### src/rtl/imm_pack_pkg.sv
// Shared types and field constants for the immediate packer.
package imm_pack_pkg;

  // Immediate format select, same encoding as the immediate extender.
  typedef enum logic [2:0] {
    SrcI = 3'b000,
    SrcS = 3'b001,
    SrcB = 3'b010,
    SrcJ = 3'b011,
    SrcU = 3'b100
  } imm_src_e;

  typedef enum logic [1:0] {
    ErrOk       = 2'b00,
    ErrRange    = 2'b01,
    ErrMisalign = 2'b10,
    ErrIllegal  = 2'b11
  } err_e;

  // Instruction bits occupied by the immediate in each format.
  localparam logic [31:0] MaskI = 32'hFFF0_0000;
  localparam logic [31:0] MaskS = 32'hFE00_0F80;
  localparam logic [31:0] MaskB = 32'hFE00_0F80;
  localparam logic [31:0] MaskJ = 32'hFFFF_F000;
  localparam logic [31:0] MaskU = 32'hFFFF_F000;

  function automatic logic [31:0] fmt_mask(logic [2:0] src);
    logic [31:0] m;
    case (src)
      SrcI:    m = MaskI;
      SrcS:    m = MaskS;
      SrcB:    m = MaskB;
      SrcJ:    m = MaskJ;
      SrcU:    m = MaskU;
      default: m = '0;
    endcase
    return m;
  endfunction

endpackage

### src/rtl/imm_pack_if.sv
// Request/result handshake bundle for the immediate packer.
interface imm_pack_if;
  logic        in_valid_i;
  logic        in_ready_o;
  logic [2:0]  imm_src_i;
  logic [31:0] instr_i;
  logic [31:0] imm_i;
  logic        out_valid_o;
  logic        out_ready_i;
  logic [31:0] instr_o;
  logic [1:0]  err_o;

  modport slave (
    input  in_valid_i, imm_src_i, instr_i, imm_i, out_ready_i,
    output in_ready_o, out_valid_o, instr_o, err_o
  );

  modport master (
    output in_valid_i, imm_src_i, instr_i, imm_i, out_ready_i,
    input  in_ready_o, out_valid_o, instr_o, err_o
  );
endinterface

### src/rtl/imm_range_chk.sv
// Combinational legality check of an immediate against its target format.
// Priority: illegal format > misaligned > out of range.
module imm_range_chk
  import imm_pack_pkg::*;
(
  input  logic [2:0]  imm_src_i,
  input  logic [31:0] imm_i,
  output err_e        err_o
);

  logic fits12, fits13, fits21;

  // Upper bits all equal means the value sign-extends from the field width.
  assign fits12 = (&imm_i[31:11]) | ~(|imm_i[31:11]);
  assign fits13 = (&imm_i[31:12]) | ~(|imm_i[31:12]);
  assign fits21 = (&imm_i[31:20]) | ~(|imm_i[31:20]);

  // Per-format error decode.
  always_comb begin
    err_o = ErrOk;
    case (imm_src_i)
      SrcI, SrcS: if (!fits12) err_o = ErrRange;
      SrcB: begin
        if (imm_i[0])     err_o = ErrMisalign;
        else if (!fits13) err_o = ErrRange;
      end
      SrcJ: begin
        if (imm_i[0])     err_o = ErrMisalign;
        else if (!fits21) err_o = ErrRange;
      end
      SrcU:    if (|imm_i[11:0]) err_o = ErrRange;
      default: err_o = ErrIllegal;
    endcase
  end

endmodule

### src/rtl/imm_pack.sv
// Two-stage immediate packer: stage 1 checks range/alignment, stage 2 scatters
// the immediate into the instruction fields. Also counts errored results.
module imm_pack
  import imm_pack_pkg::*;
#(
  parameter int unsigned CNT_W = 16
) (
  input  logic             clk,
  input  logic             reset_n,
  imm_pack_if.slave        bus,
  input  logic             err_clr_i,
  output logic [CNT_W-1:0] err_cnt_o
);

  logic             adv1, adv2, xfer;
  logic             s1_valid_q;
  logic [2:0]       s1_src_q;
  logic [31:0]      s1_instr_q, s1_imm_q;
  err_e             s1_err_q, chk_err;
  logic             s2_valid_q;
  logic [31:0]      s2_instr_q;
  err_e             s2_err_q;
  logic [31:0]      field, packed_instr;
  logic [CNT_W-1:0] cnt_q, cnt_d;

  imm_range_chk u_chk (
    .imm_src_i (bus.imm_src_i),
    .imm_i     (bus.imm_i),
    .err_o     (chk_err)
  );

  assign adv2 = !s2_valid_q || bus.out_ready_i;
  assign adv1 = !s1_valid_q || adv2;
  assign xfer = s2_valid_q && bus.out_ready_i;

  assign bus.in_ready_o  = adv1;
  assign bus.out_valid_o = s2_valid_q;
  assign bus.instr_o     = s2_instr_q;
  assign bus.err_o       = s2_err_q;
  assign err_cnt_o       = cnt_q;

  // Stage 1 register: capture request and its check result.
  always_ff @(posedge clk or negedge reset_n) begin
    if (!reset_n) begin
      s1_valid_q <= 1'b0;
      s1_src_q   <= '0;
      s1_instr_q <= '0;
      s1_imm_q   <= '0;
      s1_err_q   <= ErrOk;
    end else if (adv1) begin
      s1_valid_q <= bus.in_valid_i;
      if (bus.in_valid_i) begin
        s1_src_q   <= bus.imm_src_i;
        s1_instr_q <= bus.instr_i;
        s1_imm_q   <= bus.imm_i;
        s1_err_q   <= chk_err;
      end
    end
  end

  // Scatter the immediate into its format's fields; errored requests pass through.
  always_comb begin
    field = '0;
    case (s1_src_q)
      SrcI: field[31:20] = s1_imm_q[11:0];
      SrcS: begin
        field[31:25] = s1_imm_q[11:5];
        field[11:7]  = s1_imm_q[4:0];
      end
      SrcB: begin
        field[31]    = s1_imm_q[12];
        field[30:25] = s1_imm_q[10:5];
        field[11:8]  = s1_imm_q[4:1];
        field[7]     = s1_imm_q[11];
      end
      SrcJ: begin
        field[31]    = s1_imm_q[20];
        field[30:21] = s1_imm_q[10:1];
        field[20]    = s1_imm_q[11];
        field[19:12] = s1_imm_q[19:12];
      end
      SrcU:    field[31:12] = s1_imm_q[31:12];
      default: field = '0;
    endcase
    if (s1_err_q == ErrOk) begin
      packed_instr = (s1_instr_q & ~fmt_mask(s1_src_q)) | field;
    end else begin
      packed_instr = s1_instr_q;
    end
  end

  // Stage 2 register: holds the result until the consumer takes it.
  always_ff @(posedge clk or negedge reset_n) begin
    if (!reset_n) begin
      s2_valid_q <= 1'b0;
      s2_instr_q <= '0;
      s2_err_q   <= ErrOk;
    end else if (adv2) begin
      s2_valid_q <= s1_valid_q;
      if (s1_valid_q) begin
        s2_instr_q <= packed_instr;
        s2_err_q   <= s1_err_q;
      end
    end
  end

  // Saturating error counter; clear has priority over a counted transfer.
  always_comb begin
    cnt_d = cnt_q;
    if (err_clr_i) begin
      cnt_d = '0;
    end else if (xfer && (s2_err_q != ErrOk) && (cnt_q != {CNT_W{1'b1}})) begin
      cnt_d = cnt_q + CNT_W'(1);
    end
  end

  // Error counter register.
  always_ff @(posedge clk or negedge reset_n) begin
    if (!reset_n) cnt_q <= '0;
    else          cnt_q <= cnt_d;
  end

endmodule
### src/flat_wrapper.sv
// flat-port wrapper written by rule: the top's interface ports become plain ports
module imm_pack_flat import imm_pack_pkg::*;
#(
  parameter int unsigned CNT_W = 16
)
  (clk, reset_n, err_clr_i, err_cnt_o, bus_in_valid_i, bus_imm_src_i, bus_instr_i, bus_imm_i, bus_out_ready_i, bus_in_ready_o, bus_out_valid_o, bus_instr_o, bus_err_o);
  imm_pack_if bus_i ();
  input  logic clk;
  input  logic reset_n;
  input  logic err_clr_i;
  output logic [CNT_W-1:0] err_cnt_o;
  input wire logic [$bits(bus_i.in_valid_i)-1:0] bus_in_valid_i;
  input wire logic [$bits(bus_i.imm_src_i)-1:0] bus_imm_src_i;
  input wire logic [$bits(bus_i.instr_i)-1:0] bus_instr_i;
  input wire logic [$bits(bus_i.imm_i)-1:0] bus_imm_i;
  input wire logic [$bits(bus_i.out_ready_i)-1:0] bus_out_ready_i;
  output wire logic [$bits(bus_i.in_ready_o)-1:0] bus_in_ready_o;
  output wire logic [$bits(bus_i.out_valid_o)-1:0] bus_out_valid_o;
  output wire logic [$bits(bus_i.instr_o)-1:0] bus_instr_o;
  output wire logic [$bits(bus_i.err_o)-1:0] bus_err_o;
  assign bus_i.in_valid_i = bus_in_valid_i;
  assign bus_i.imm_src_i = bus_imm_src_i;
  assign bus_i.instr_i = bus_instr_i;
  assign bus_i.imm_i = bus_imm_i;
  assign bus_i.out_ready_i = bus_out_ready_i;
  assign bus_in_ready_o = bus_i.in_ready_o;
  assign bus_out_valid_o = bus_i.out_valid_o;
  assign bus_instr_o = bus_i.instr_o;
  assign bus_err_o = bus_i.err_o;
  imm_pack #(.CNT_W(CNT_W)) u_core (.clk(clk), .reset_n(reset_n), .bus(bus_i), .err_clr_i(err_clr_i), .err_cnt_o(err_cnt_o));
endmodule
### config.mk
export PLATFORM = sky130hd
export DESIGN_NAME = imm_pack_flat
export DESIGN_NICKNAME = d
export VERILOG_FILES = /design/src/rtl/imm_pack_pkg.sv /design/src/rtl/imm_pack_if.sv /design/src/rtl/imm_range_chk.sv /design/src/rtl/imm_pack.sv /design/src/flat_wrapper.sv
export SDC_FILE = /design/constraint.sdc
export NUM_CORES = 1
export LEC_CHECK = 0
export BUFFER_PORTS_ARGS = -buffer_cell sky130_fd_sc_hd__buf_2
export CAP_MARGIN = 20
export CORE_MARGIN = 3
export CORE_UTILIZATION = 54
export DETAILED_ROUTE_END_ITERATION = 10
export GPL_TIMING_DRIVEN = 0
export PLACE_DENSITY = 0.8
export SETUP_SLACK_MARGIN = 0.1
export SLEW_MARGIN = 20
export SYNTH_ARGS = -nofsm -noshare
export SYNTH_HDL_FRONTEND = slang
export SYNTH_SLANG_ARGS = --single-unit
export TNS_END_PERCENT = 10
### constraint.sdc
create_clock -name clk -period 2.2 [get_ports clk]
set_clock_uncertainty 0.05 [all_clocks]
set_input_delay 0.44 -clock clk [delete_from_list [all_inputs] [get_ports clk]]
set_output_delay 0.44 -clock clk [all_outputs]
set_load 0.1 [all_outputs]
# [Word level (Yosys, flattened, before mapping)]
# Index checks and enable logic that the tools add are counted.
# Widths: inputs -> output; s select.
[word_totals] ff_bits=121 input_bits=72 output_inout_bits=52
[op_classes] n_addsub=1 eq_ne=9 n_mux=16 bitwise=9 n_reduce_logical=25
[ops] cell="$pmux 32 s3" n=1
[ops] cell="$mux 32" n=2
[ops] cell="$and 32x32->32" n=1
[ops] cell="$mux 16" n=2
[ops] cell="$not 32->32" n=1
[ops] cell="$or 32x32->32" n=1
[ops] cell="$pmux 7 s4" n=1
[ops] cell="$reduce_or 12->1" n=2
[ops] cell="$reduce_and 21->1" n=1
[ops] cell="$reduce_or 21->1" n=1
[ops] cell="$reduce_and 20->1" n=1
[ops] cell="$reduce_or 20->1" n=1
[ops] cell="$add 16x1->16 const B" n=1
[ops] cell="$ne 16x16->1 const B" n=1
[ops] cell="$pmux 5 s3" n=1
[ops] cell="$eq 3x2->1 const B" n=4
[ops] cell="$reduce_and 12->1" n=1
[ops] cell="$pmux 5 s2" n=1
[ops] cell="$mux 8" n=1
[ops] cell="$pmux 2 s4" n=1
[ops] cell="$reduce_or 2->1" n=4
[ops] cell="$eq 3x1->1 const B" n=2
[ops] cell="$eq 3x3->1 const B" n=2
[ops] cell="$logic_not 3->1" n=2
[ops] cell="10 further kinds" n=24

# [Logic depth before layout (Yosys ltp)]
[depth] word_depth=8 mapped_depth=8 mapped_depth_nobuf=6

# [Modules after synthesis]
# A second synthesis with hierarchy kept.
[hier_totals] cells_unflattened=476 hier_area_um2=5529.1
[by_module_without_submodules] module="imm_pack" n_inst=1 cells_each=445 area_each_um2=5343.9 seq_area_each_um2=3027.9
[by_module_without_submodules] module="imm_range_chk" n_inst=1 cells_each=31 area_each_um2=185.2 seq_area_each_um2=0.0

# [Worst setup path after synthesis]
# Ideal clock, no wire load.
[synth_timing] path_type="reg2reg" start="reg u_core.s2_valid_q (netlist: u_core.bus.out_valid_o)" end="reg u_core.s1_imm_q[26]" setup_ps=125 arrival_ps=3159 slack_ps=-1134 path_stages_with_launch=5 path_buffers=1 period_less_slack_ps=3334 path_cell_list="dfrtp_1 > nand3b_1 > nand2_1 > clkbuf_1 > mux2_2"
[synth_via] elab_chain_cells=4
[synth_lines] element="start: declaration" line="imm_pack.sv:20" rtl="logic s2_valid_q;"
[synth_lines] element="start signal: assignment" line="imm_pack.sv:99" rtl="s2_valid_q <= s1_valid_q;"
[synth_lines] element="$logic_not 1->1" line="imm_pack.sv:32" rtl="assign adv2 = !s2_valid_q || bus.out_ready_i;"
[synth_lines] element="$logic_or 1x1->1" line="imm_pack.sv:32"
[synth_lines] element="$logic_or 1x1->1" line="imm_pack.sv:33" rtl="assign adv1 = !s1_valid_q || adv2;"
[synth_lines] element="net bus_in_ready_o" line="flat_wrapper.sv:17" rtl="output wire logic [$bits(bus_i.in_ready_o)-1:0] bus_in_ready_o;"
[synth_lines] element="$reduce_and 2->1 (no line)"
[synth_lines] element="end signal: assignment" line="imm_pack.sv:55" rtl="s1_imm_q <= bus.imm_i;"
[synth_lines] element="end: declaration" line="imm_pack.sv:18" rtl="logic [31:0] s1_instr_q, s1_imm_q;"
# The timed path passes the listed nets, and every way through them passes these cells.
# A chain may end at the register's enable or synchronous reset.

# [Worst setup path after layout]
[layout_timing] start="reg u_core.cnt_q[0] (netlist: u_core.err_cnt_o[0])" end="reg u_core.cnt_q[8] (netlist: u_core.err_cnt_o[8])"
[layout_via] elab_chain_cells=3 word_cells_on_any_way=6 cone_classes="add/sub (1); eq/ne (1); mux (2); reduce/logical (2)"
[layout_lines] element="start: declaration" line="imm_pack.sv:24" rtl="logic [CNT_W-1:0] cnt_q, cnt_d;"
[layout_lines] element="start signal: assignment" line="imm_pack.sv:120" rtl="else cnt_q <= cnt_d;"
[layout_lines] element="$add 16x1->16 / $ne 16x16->1 (equally long branches)" line="imm_pack.sv:113, imm_pack.sv:112"
[layout_lines] element="$mux 16 / $logic_and 1x1->1 (equally long branches)" line="imm_pack.sv:112" rtl="end else if (xfer && (s2_err_q != ErrOk) && (cnt_q != {CNT_W{1'b1}})) begin"
[layout_lines] element="$mux 16 / $reduce_bool 2->1 (equally long branches)"
# Parallel ways exist; a longest one is shown, timed or not. The select of a mux whose other input is x is not followed.

==> metrics.txt <==
# TYPE chip_impl_metric gauge
chip_impl_info{name="synth.top_cells.by_area",value="sky130_fd_sc_hd__dfrtp_1 (55%), sky130_fd_sc_hd__mux2_2 (17%), sky130_fd_sc_hd__nand2_1 (3.6%)"} 1
chip_impl_info{name="ys.flop_type",value="sky130_fd_sc_hd__dfrtp_1"} 1
chip_impl_info{name="synth.largest_area_cell",value="sky130_fd_sc_hd__dfrtp_1"} 1
chip_impl_metric{name="final_area",unit="um2"} 7004
chip_impl_metric{name="io_buffer_count",unit=""} 122
chip_impl_metric{name="grt_antenna_before_repair",unit=""} 0
chip_impl_info{name="yosys.cell_count.top_type",value="sky130_fd_sc_hd__dfrtp_1"} 1
chip_impl_metric{name="synth_edf_count",unit=""} 0
chip_impl_metric{name="syn_area_per_cell",unit="um2"} 11.85
chip_impl_metric{name="max_cap_violations",unit=""} 0
chip_impl_metric{name="drt_iter0_markers",unit=""} 228
chip_impl_metric{name="timing.slew.headroom",unit="%"} 55.08
chip_impl_metric{name="avgViaCountPerCell",unit=""} 5.711
chip_impl_metric{name="finalWirelength",unit="um"} 13430
chip_impl_metric{name="die_height",unit="um"} 106.8
chip_impl_metric{name="crit_fanout",unit=""} 6
chip_impl_metric{name="holdWs",unit="ps"} 113.6
chip_impl_metric{name="finalWorstPathRequiredPeriod",unit="ps"} 2126
chip_impl_metric{name="achievable_freq",unit="MHz"} 470.3
chip_impl_metric{name="postSynth.asyncResetShare",unit="%"} 100.0
chip_impl_metric{name="p_per_area",unit="nW/um2"} 1117
chip_impl_metric{name="hold_viol",unit=""} 0
chip_impl_metric{name="clk_pin_slew",unit="ps"} 60
chip_impl_metric{name="globalRouteOverflowTotal",unit=""} 0
chip_impl_metric{name="clk-insertion-delay-late",unit="ps"} 510
chip_impl_metric{name="initial_core_util",unit="%"} 55.86
chip_impl_metric{name="register_area_share_after_synthesis",unit="%"} 55.20
chip_impl_info{name="run_status",value="finished clean"} 1
chip_impl_info{name="critical_path.cell_chain",value="ha_1, and2_4, and4_1, buf_4, a2111oi_2, xnor2_1, nor2_1"} 1
chip_impl_metric{name="synth_warnings",unit=""} 0
chip_impl_metric{name="bufs_on_longest_clock_path",unit=""} 2
chip_impl_info{name="criticalPathCategory",value="reg -> reg"} 1
chip_impl_info{name="clock_tree_from_tritoncts",value="done"} 1
chip_impl_metric{name="worst_pin_slew",unit="ps"} 670.9
chip_impl_info{name="startpoint_type",value="flop"} 1
chip_impl_info{name="min-delay-path-class",value="in -> reg"} 1
chip_impl_metric{name="drt-wirelength-per-cell",unit="um"} 17.88
chip_impl_metric{name="finalPower",unit="W"} 0.007825
chip_impl_metric{name="dr_vias",unit=""} 4289
chip_impl_metric{name="ys_ff_latch",unit=""} 121
chip_impl_metric{name="vdd_ir_drop_max",unit="uV"} 874.0
chip_impl_metric{name="floorplan.die.width",unit="um"} 106.8
chip_impl_metric{name="syn_to_final_growth",unit="%"} 27.69
chip_impl_info{name="worst_path_max_delay_cell",value="sky130_fd_sc_hd__a2111oi_2"} 1
chip_impl_metric{name="clock_tree.htree_level_count",unit=""} 4
chip_impl_metric{name="cellInternalPower",unit="W"} 0.004898
chip_impl_metric{name="report.final.slew_viol_count",unit=""} 0
chip_impl_info{name="critical_path.top_delay_family",value="compound AO/OA/AOI/OAI gates"} 1
chip_impl_metric{name="firstDrtPassIters",unit=""} 5
chip_impl_metric{name="p_comb_share",unit="%"} 29.7
chip_impl_metric{name="clockPowerShare",unit="%"} 34.5
chip_impl_metric{name="die_area",unit="um2"} 11400
chip_impl_metric{name="syn-instance-count",unit=""} 463
chip_impl_metric{name="drc_errors",unit=""} 0
chip_impl_info{name="setup_repair_after_global_routing_missed_its_margin",value="true"} 1
chip_impl_metric{name="required",unit="ps"} 2520
chip_impl_metric{name="power_switching",unit="W"} 0.002927
chip_impl_metric{name="core_area",unit="um2"} 9819
chip_impl_metric{name="rows",unit=""} 36
chip_impl_metric{name="syn_area",unit="um2"} 5485
chip_impl_metric{name="power.share.switching",unit="%"} 37.40
chip_impl_metric{name="grt_use_total",unit="%"} 24.25
chip_impl_metric{name="grt_max_degree",unit=""} 69
chip_impl_metric{name="drive_above_1_share",unit="%"} 43.69
chip_impl_metric{name="dp_hpwl",unit="um"} 9652
chip_impl_metric{name="dpl_worst_slack",unit="ps"} 0.2793
chip_impl_metric{name="power.leakage",unit="nW"} 3.163
chip_impl_metric{name="critical-path-max-stage-delay",unit="ps"} 470
chip_impl_metric{name="detailed_place.area",unit="um2"} 6306
chip_impl_info{name="synth_top_cells_by_count",value="sky130_fd_sc_hd__dfrtp_1 (121), sky130_fd_sc_hd__mux2_2 (81), sky130_fd_sc_hd__nand2_1 (52)"} 1
chip_impl_metric{name="worst-r2r-setup-slack",unit="ps"} 70
chip_impl_metric{name="critPathArrivalTime",unit="ps"} 2450
chip_impl_info{name="endpoint_kind",value="flop"} 1
chip_impl_metric{name="grt_pass1_vias",unit=""} 4414
chip_impl_metric{name="number_of_distinct_library_cell_variants_in_the_gate_level_netlist_after_synthesis",unit=""} 46
chip_impl_metric{name="global_route_wire_length_before_repair",unit="um"} 21620
chip_impl_metric{name="cp.buffers_inverters",unit=""} 1
chip_impl_metric{name="num_antenna_cells",unit=""} 0
chip_impl_info{name="cts-root-buf",value="sky130_fd_sc_hd__clkbuf_8"} 1
chip_impl_metric{name="cts_sinks",unit=""} 121
chip_impl_metric{name="finish.cell_count_without_fillers",unit=""} 751
chip_impl_metric{name="final_antenna_net_count",unit=""} 0
chip_impl_metric{name="cts_inserted_buffers",unit=""} 17
chip_impl_metric{name="final.period_utilization",unit="%"} 96.64
chip_impl_metric{name="num-nets-final",unit=""} 679
chip_impl_metric{name="n_fill_cell",unit=""} 761
chip_impl_metric{name="synth_fp_nets",unit=""} 536
chip_impl_metric{name="place_congestion",unit=""} 0.9116
chip_impl_metric{name="synth_top_cell_area_share",unit="%"} 55.20
chip_impl_metric{name="sequential_share_of_power",unit="%"} 35.8
chip_impl_metric{name="dp_cells",unit=""} 719
chip_impl_metric{name="buffers_inserted_by_post_cts_timing_repair",unit=""} 0
chip_impl_metric{name="setup_violations",unit=""} 0
chip_impl_metric{name="pin_count",unit=""} 124
chip_impl_metric{name="fin_ws",unit="ps"} 73.83
[worst paths after layout]
path / from / end / cells after the start
setup / recovery: u_core.err_cnt_o[0] / u_core.err_cnt_o[8] / 7
hold / removal: bus_in_valid_i / u_core.s1_valid_q / 2
setup reg to reg: u_core.err_cnt_o[0] / u_core.err_cnt_o[8] / 7
hold reg to reg: u_core.bus.instr_o[10] / u_core.bus.instr_o[10] / 2
max in group asynchronous: reset_n / u_core.err_cnt_o[0] / 3
min in group asynchronous: reset_n / u_core.bus.instr_o[1] / 2
[power groups by stage]
stage / clock [W] / sequential, W / combinational, W
after floorplan: 0 / 0.00399 / 0.000620
after global placement: 0 / 0.00281 / 0.00227
after detailed placement: 0 / 0.00283 / 0.00231
after CTS: 0.00273 / 0.00280 / 0.00232
after global routing: 0.00286 / 0.00285 / 0.00244
final: 0.00270 / 0.00280 / 0.00232
[cells by family (layout without fill, tap and decap cells)]
family	Yosys count	after routing	share of synthesized area [%]
muxes	95	95	19.18
xor gates and xnor gates	15	15	2.395
and+or+nand+nor	121	121	10.86
adders and majority gates	1	1	0.2281
buffers and inverters	32	187	2.806
DFF	121	121	55.20
AOI/OAI and AO/OA	78	78	9.330
[stage by stage]
stage | utilization, % | TNS, ps
floorplan | - | -32720
global placement | 63.88 | -93850
detailed placement | 64.22 | 0
CTS | 70.21 | 0
global route | 71.33 | 0
finish | 71.33 | 0
[worst reg2reg max path: stages (launching register included)]
cell and delay [ps]:
sky130_fd_sc_hd__dfrtp_2 440, sky130_fd_sc_hd__ha_1 230, sky130_fd_sc_hd__and2_4 180, sky130_fd_sc_hd__and4_1 200
sky130_fd_sc_hd__buf_4 180, sky130_fd_sc_hd__a2111oi_2 470, sky130_fd_sc_hd__xnor2_1 190, sky130_fd_sc_hd__nor2_1 50
[cell type report]
cell class / count / area, um2 / area share (%)
timing repair buffer: 124 / 656.9 / 9.378
buffer: 29 / 153.9 / 2.197
inverter: 3 / 11.26 / 0.1608
sequential: 121 / 3033 / 43.30
multi-input combinational: 310 / 2407 / 34.37
clock inverter: 9 / 122.6 / 1.751
tap: 133 / 166.4 / 2.376
clock buffer: 22 / 452.9 / 6.467
[flip-flops by register name, indices dropped and copies added, names as in the netlist]
signal,count
u_core.err_cnt_o,16
u_core.s1_err_q,2
u_core.s1_valid_q,1
u_core.s1_instr_q,32
u_core.s1_imm_q,32
u_core.bus.err_o,2
u_core.bus.instr_o,32
u_core.bus.out_valid_o,1
u_core.s1_src_q,3
[repair_timing]
item,in CTS,in global routing
endpoints found under the hold margin,53,0
hold buffers,1,0
resized for setup,1,25
cloned,0,0
endpoints found under the setup margin,8,34
[metal layers]
layer,wire [um],track usage (%),up-vias
met4,212,7.854,0
met3,915,6.261,20
met1,5425,30.87,2123
met5,0,0,-
met2,6877,40.69,176
li1,-,-,1970
[layout by cell type, fill, tap and decap left out, types with 3 or more instances in the layout]
cell                        count
sky130_fd_sc_hd__buf_2        128
sky130_fd_sc_hd__dfrtp_1      119
sky130_fd_sc_hd__mux2_2        81
sky130_fd_sc_hd__nand2_1       51
sky130_fd_sc_hd__o21ai_0       34
sky130_fd_sc_hd__nor2_1        21
sky130_fd_sc_hd__clkbuf_16     16
sky130_fd_sc_hd__clkbuf_1      14
sky130_fd_sc_hd__xnor2_1       14
sky130_fd_sc_hd__mux2i_1       14
sky130_fd_sc_hd__nor4_1         8
sky130_fd_sc_hd__nand4_1        7
sky130_fd_sc_hd__o22ai_1        7
sky130_fd_sc_hd__o221ai_1       7
sky130_fd_sc_hd__a21oi_1        6
sky130_fd_sc_hd__nand3_1        5
sky130_fd_sc_hd__a22oi_1        5
sky130_fd_sc_hd__clkinv_2       5
sky130_fd_sc_hd__buf_6          4
sky130_fd_sc_hd__clkbuf_2       4
sky130_fd_sc_hd__nor3_1         4
sky130_fd_sc_hd__a211oi_2       4
sky130_fd_sc_hd__nor4_4         3
sky130_fd_sc_hd__a2111oi_4      3
sky130_fd_sc_hd__inv_1          3
sky130_fd_sc_hd__nand2b_1       3
sky130_fd_sc_hd__a31oi_1        3
sky130_fd_sc_hd__clkbuf_8       3
sky130_fd_sc_hd__bufinv_16      3
(Power assumes the default switching activity.)
